===== src/rtl/sac_pkg.sv =====
// Shared definitions for the bit-serial adder controller: FSM encodings,
// default operand width and the signed-overflow helper.
package sac_pkg;

  localparam int SAC_DEFAULT_WIDTH = 8;

  typedef enum logic [1:0] {
    ST_IDLE = 2'd0,
    ST_RUN  = 2'd1,
    ST_DONE = 2'd2
  } sac_state_e;

  // Signed overflow: carry into the MSB differs from carry out of the MSB.
  function automatic logic sac_ovf(input logic c_into_msb, input logic c_out_msb);
    return c_into_msb ^ c_out_msb;
  endfunction

endpackage


===== src/rtl/fa_cell.sv =====
// Single 1-bit full-adder cell, purely combinational; time-shared by the
// serial adder controller across all bit positions.
module fa_cell (
  input  logic a,
  input  logic b,
  input  logic ci,
  output logic s,
  output logic co
);

  assign s  = a ^ b ^ ci;
  assign co = (a & b) | (a & ci) | (b & ci);

endmodule


===== src/rtl/serial_add_ctrl.sv =====
// Bit-serial WIDTH-bit adder: steps one fa_cell LSB-first, one bit per clock,
// then presents sum, carry-out and signed overflow with a one-cycle done pulse.
module serial_add_ctrl
  import sac_pkg::*;
#(
  parameter int WIDTH = SAC_DEFAULT_WIDTH
) (
  input  logic             clk,
  input  logic             rst_n,
  input  logic             start,
  input  logic [WIDTH-1:0] a,
  input  logic [WIDTH-1:0] b,
  input  logic             cin,
  output logic             busy,
  output logic             done,
  output logic [WIDTH-1:0] sum,
  output logic             cout,
  output logic             ovf
);

  localparam int CW = ($clog2(WIDTH) > 0) ? $clog2(WIDTH) : 1;
  localparam logic [CW-1:0] LAST_BIT = CW'(WIDTH - 1);
  localparam logic [CW-1:0] PRE_BIT  = CW'(WIDTH - 2);
  localparam logic [CW-1:0] CNT_ONE  = CW'(1'b1);

  sac_state_e       state_r;
  sac_state_e       state_nx_s;
  logic             load_s;
  logic             step_s;
  logic             last_s;

  logic [WIDTH-1:0] a_sh_r;
  logic [WIDTH-1:0] b_sh_r;
  logic [WIDTH-1:0] sum_sh_r;
  logic             carry_r;
  logic [CW-1:0]    cnt_r;
  logic             c_msb_in_r;

  logic [WIDTH-1:0] sum_r;
  logic             cout_r;
  logic             ovf_r;
  logic             busy_r;
  logic             done_r;

  logic             cell_s_s;
  logic             cell_co_s;

  fa_cell u_fa_cell (
    .a  (a_sh_r[0]),
    .b  (b_sh_r[0]),
    .ci (carry_r),
    .s  (cell_s_s),
    .co (cell_co_s)
  );

  // Next-state and datapath strobes.
  always_comb begin
    state_nx_s = state_r;
    load_s     = 1'b0;
    step_s     = 1'b0;
    last_s     = 1'b0;
    case (state_r)
      ST_IDLE: begin
        if (start) begin
          state_nx_s = ST_RUN;
          load_s     = 1'b1;
        end else begin
          state_nx_s = ST_IDLE;
        end
      end
      ST_RUN: begin
        step_s = 1'b1;
        if (cnt_r == LAST_BIT) begin
          last_s     = 1'b1;
          state_nx_s = ST_DONE;
        end else begin
          state_nx_s = ST_RUN;
        end
      end
      ST_DONE: begin
        state_nx_s = ST_IDLE;
      end
      default: begin
        state_nx_s = ST_IDLE;
      end
    endcase
  end

  // State register plus registered busy/done derived from the next state.
  always_ff @(posedge clk or negedge rst_n) begin
    if (!rst_n) begin
      state_r <= ST_IDLE;
      busy_r  <= 1'b0;
      done_r  <= 1'b0;
    end else begin
      state_r <= state_nx_s;
      busy_r  <= (state_nx_s != ST_IDLE);
      done_r  <= (state_nx_s == ST_DONE);
    end
  end

  // Operand shifters, running carry, bit counter and partial sum.
  always_ff @(posedge clk or negedge rst_n) begin
    if (!rst_n) begin
      a_sh_r     <= '0;
      b_sh_r     <= '0;
      sum_sh_r   <= '0;
      carry_r    <= 1'b0;
      cnt_r      <= '0;
      c_msb_in_r <= 1'b0;
    end else if (load_s) begin
      a_sh_r     <= a;
      b_sh_r     <= b;
      sum_sh_r   <= '0;
      carry_r    <= cin;
      cnt_r      <= '0;
      c_msb_in_r <= 1'b0;
    end else if (step_s) begin
      a_sh_r   <= {1'b0, a_sh_r[WIDTH-1:1]};
      b_sh_r   <= {1'b0, b_sh_r[WIDTH-1:1]};
      sum_sh_r <= {cell_s_s, sum_sh_r[WIDTH-1:1]};
      carry_r  <= cell_co_s;
      // Hold the counter on the last bit so it never wraps mid-operation.
      if (!last_s) begin
        cnt_r <= cnt_r + CNT_ONE;
      end
      if (cnt_r == PRE_BIT) begin
        c_msb_in_r <= cell_co_s;
      end
    end
  end

  // Result registers update only on the RUN to DONE transition.
  always_ff @(posedge clk or negedge rst_n) begin
    if (!rst_n) begin
      sum_r  <= '0;
      cout_r <= 1'b0;
      ovf_r  <= 1'b0;
    end else if (last_s) begin
      sum_r  <= {cell_s_s, sum_sh_r[WIDTH-1:1]};
      cout_r <= cell_co_s;
      ovf_r  <= sac_ovf(c_msb_in_r, cell_co_s);
    end
  end

  assign busy = busy_r;
  assign done = done_r;
  assign sum  = sum_r;
  assign cout = cout_r;
  assign ovf  = ovf_r;

endmodule


===== config.mk =====
export PLATFORM = sky130hd
export DESIGN_NAME = serial_add_ctrl
export DESIGN_NICKNAME = d
export VERILOG_FILES = /design/src/rtl/sac_pkg.sv /design/src/rtl/fa_cell.sv /design/src/rtl/serial_add_ctrl.sv
export SDC_FILE = /design/constraint.sdc
export NUM_CORES = 1
export LEC_CHECK = 0
export BUFFER_PORTS_ARGS = -buffer_cell sky130_fd_sc_hd__buf_2
export CAP_MARGIN = 5
export CORE_AREA = 2 2 68 86
export DETAILED_ROUTE_END_ITERATION = 6
export DIE_AREA = 0 0 70 88
export SYNTH_ARGS = -nofsm -noshare
export SYNTH_HDL_FRONTEND = slang
export SYNTH_SLANG_ARGS = --single-unit
export TNS_END_PERCENT = 100

===== constraint.sdc =====
create_clock -name clk -period 2.3 [get_ports clk]
set_clock_uncertainty 0.05 [all_clocks]
set_input_delay 0.575 -clock clk [delete_from_list [all_inputs] [get_ports clk]]
set_output_delay 0.575 -clock clk [all_outputs]
set_load 0.005 [all_outputs]

==> metrics list <==
* Outcome: complete, no violations
- Setup repair after global routing left no endpoint under its margin.
* Std cell rows: 30
- Setup violations remaining at the end of the flow were counted as 0.
* Average instance area after synthesis: 10.3 um^2
- For this block, the via count after detailed routing is 1296.
- Peak supply drop: 0.446 mV
* Depth of the worst register-to-register path: 4
- Cell internal power dissipation: 1.84 mW
- In this run the remaining antenna-violating nets after routing total 0.
- Critical Path Start Type: flip-flop
- The path class of the tightest hold or removal check is input pin to asynchronous set/reset pin.
- Clock insertion delay at the later pin of the skew report: 300 ps
* Total Nets Final: 233
* WL per Instance: 12.7 um
- Measured against the total synthesized area, the mux share comes to 5.64%.
* TritonCTS clock tree: done
* Final Wtd Congestion: 0.750
- Combinational share of power: 34.6%
- The layout has 541 filler cells.
- Horiz. Die Dim: 70 um
- The cell area that synthesis handed to floorplanning was 1800 um^2.
- Leak: 1.08 nW
- First-pass GRT wire length: between 6000 and 7000 um
- Cell area power density: 1320 nW/um^2
* Hold Worst Slack: 118 ps
- The synthesized netlist devotes around 7.7% of its cell area to compound gates.
- Net switching is between 30 and 40% of the power.
- Global route overflow: 0
- The share of total power dissipated in sequential elements is around 45%.
- 0 antenna diodes ended up in the layout.
- Vias per std cell: approximately 4.7
* Crit path capture type: flip-flop
- Synth-to-layout area growth: 18.6%
* Number of levels the H-tree was split into: 2
- During placement, the flow inserted port buffers numbering 31.
- Synthesized flop and latch total: 42
- After clock tree synthesis, the clock-pin slew on the worst setup and hold paths is around 80 ps.
- After clock tree synthesis, the setup repair step added 0 buffers.
* CTS Sinks: 42
- DRC viols: 0
* Number of global-route vias before repair: between 1k and 1.5k
- Data required time at the worst endpoint: roughly 2400 ps
- For this design the total switching power over the nets is 0.978 mW.
* Ratio of cells with drive above 1 in the final layout: 26.7%
- Number of library cell types mapped by synthesis: 23
- The number of clock buffers added by TritonCTS is 5.
- Across the run, the number of max-cap violations was 0.
* Pin count of the biggest net entering global routing: 31
* Die boundary height: 88 um
* Iteration-0 DRC count of the detailed router: 73
* Fraction of the mapped netlist area in simple logic gates: around 20%
* Cells resized by post-CTS repair: 0
* CP arrival: 1980 ps
- Category of the critical setup timing path: flip-flop to flip-flop
- Count of mapped cells out of synthesis: 174
- For this configuration, the core starts out at a cell density of 33.7%.
- The routed design could run at a clock period as short as roughly 1900 ps.
* Clk buf depth: 2
- GR Util All Layers: 13.0%
* Sequential share of the synthesized area: 58.5%
- The number of antenna violations at the first check in global routing is 0.
- Clock tree root buffer cell: clkbuf_8
- FF-to-FF Start: cnt_r[0]
- Of the total synthesized cell area, the portion taken by full adders, half adders and majority gates is 3.20%.
- After detailed routing, the total wire length is between 3000 and 4000 um.
- Maximum fanout along the worst path: 13
* I/O pins: 32
* Transition time of the tightest slew-check pin: between 500 and 600 ps
* Upper clock frequency limit: 540 MHz
* Floorplan die area: about 6200 um^2
- Of the available clock period, the critical path in the final layout requires between 80 and 90%.
- Slack of the worst reg-to-reg path: 450 ps
- After routing, the total negative slack on setup checks comes to 0 ps.
- The worst register-to-register path ends at sum[0].
- Yosys printed 0 warnings.
- Max-Slew Margin vs Limit: 61.0%
* Endpoints failing hold: 0
* Core Footprint: ~5300 um^2
- By area, the combinational part of the netlist is dominated by simple AND/OR/NAND/NOR gates.
- Xor and xnor fraction of the mapped netlist area: 0.975%
* Number of max-slew violations in the final report: 0
- Post-DP HPWL: 2500 um
* Mapped Nets: 198
* Number of detailed-route iterations in the first pass: 4
* Relative contribution of the clock network to total power: 20.7%
- After clock tree synthesis, the flow added hold-fix buffers numbering 0.
==> cell type report <==
class                      count  area, um^2  share of cell area [%]
clock buffer                   5        68.8                    3.23
sequential                    42        1050                    49.3
inverter                       3        11.3                   0.528
timing repair buffer          38         208                    9.75
tap                           64        80.1                    3.76
multi-input combinational    119         668                    31.4
clock inverter                 3        43.8                    2.06
==> worst max-delay path by stage <==
stage | end | from | slack [ps]
after detailed placement | sum[3] | cnt_r[0] | 440
after floorplan | cout | cnt_r[0] | 630
after global routing | sum[2] | cnt_r[0] | 300
final | sum[0] | cnt_r[0] | 450
after CTS | sum[0] | cnt_r[0] | 420
after global placement | sum[7] | cnt_r[0] | 470
==> worst max-delay path: stages, from the launching register on <==
cell      delay (ps)
dfrtp_1          410
ha_1             210
ha_1             230
nand3b_1         440
mux2_2           400
==> registers in the layout (all words and copies together) (netlist names), 2 cells and up <==
signal and count:
sum 8, state_r 2, b_sh_r 8, cnt_r 3, sum_sh_r 7, a_sh_r 8
==> per-layer routing <==
| metal | up-vias | global-route usage [%] | share of wire, % |
|---|---|---|---|
| met1 | 605 | 15.8 | 44 |
| met3 | 7 | 4.83 | 5.5 |
| li1 | 654 | - | - |
| met2 | 30 | 22.0 | 49 |
| met4 | 0 | 3.67 | 1.0 |
| met5 | - | 0 | 0 |
==> cell usage after synthesis, drive strengths merged <==
cell type	n	area share [%]
nand3b	1	0.42
nor3b	2	1.1
a31oi	11	3.8
xnor2	2	0.98
and2b	1	0.42
mux2	9	5.6
clkbuf	2	0.42
dfrtp	42	58
nand2	48	10
o21ai	5	1.4
nor2	12	2.5
a21oi	3	0.84
nand2b	2	0.70
or3b	1	0.49
buf	8	3.3
ha	3	2.1
a22oi	4	1.7
nand4	1	0.35
fa	1	1.1
nand3	13	3.6
inv	3	0.63
==> logic make-up after synthesis <==
group | Yosys count
flops | 42
compound gates | 23
buf+inv | 13
xor+xnor | 2
mux | 9
simple gates | 81
fa+ha+maj | 4
==> power by group through the flow <==
stage	combinational, mW	clock, mW	sequential, mW
6_report	0.978	0.585	1.26
5_1_grt	1.14	0.644	1.31
4_1_cts	1.01	0.605	1.27
3_5_place_dp	0.995	0	1.28
3_3_place_gp	0.977	0	1.27
2_1_floorplan	0.716	0	1.25
==> cell usage in the layout, fill, tap and decap left out <==
cell / Yosys / layout
a21oi_1: 3 / 3
a22oi_1: 4 / 4
a31oi_1: 11 / 11
and2b_1: 1 / 1
buf_2: 5 / 31
buf_4: 0 / 7
bufinv_16: 0 / 1
clkbuf_8: 0 / 5
clkinv_2: 0 / 1
dfrtp_1: 42 / 42
fa_1: 1 / 1
ha_1: 3 / 3
inv_1: 3 / 3
inv_6: 0 / 1
mux2_2: 9 / 9
nand2_1: 48 / 48
nand2b_1: 2 / 2
nand3_1: 13 / 13
nand3b_1: 1 / 1
nand4_1: 1 / 1
nor2_1: 12 / 12
nor3b_1: 1 / 1
nor3b_2: 1 / 1
o21ai_0: 5 / 5
or3b_1: 1 / 1
xnor2_1: 2 / 2
==> metrics by stage <==
step | util [%] | setup WS [ps] | power [mW] | instance area, um^2 | cells
after floorplan | - | 632 | 1.96 | 1800 | 174
after global placement | 37.9 | 468 | 2.25 | 2020 | 266
after detailed placement | 37.9 | 436 | 2.27 | 2020 | 266
after CTS | 40.0 | 420 | 2.88 | 2130 | 274
after global routing | 40.0 | 300 | 3.09 | 2130 | 274
final | 40.0 | 447 | 2.82 | 2130 | 274
Note: power is estimated with default switching activity, not from simulation.
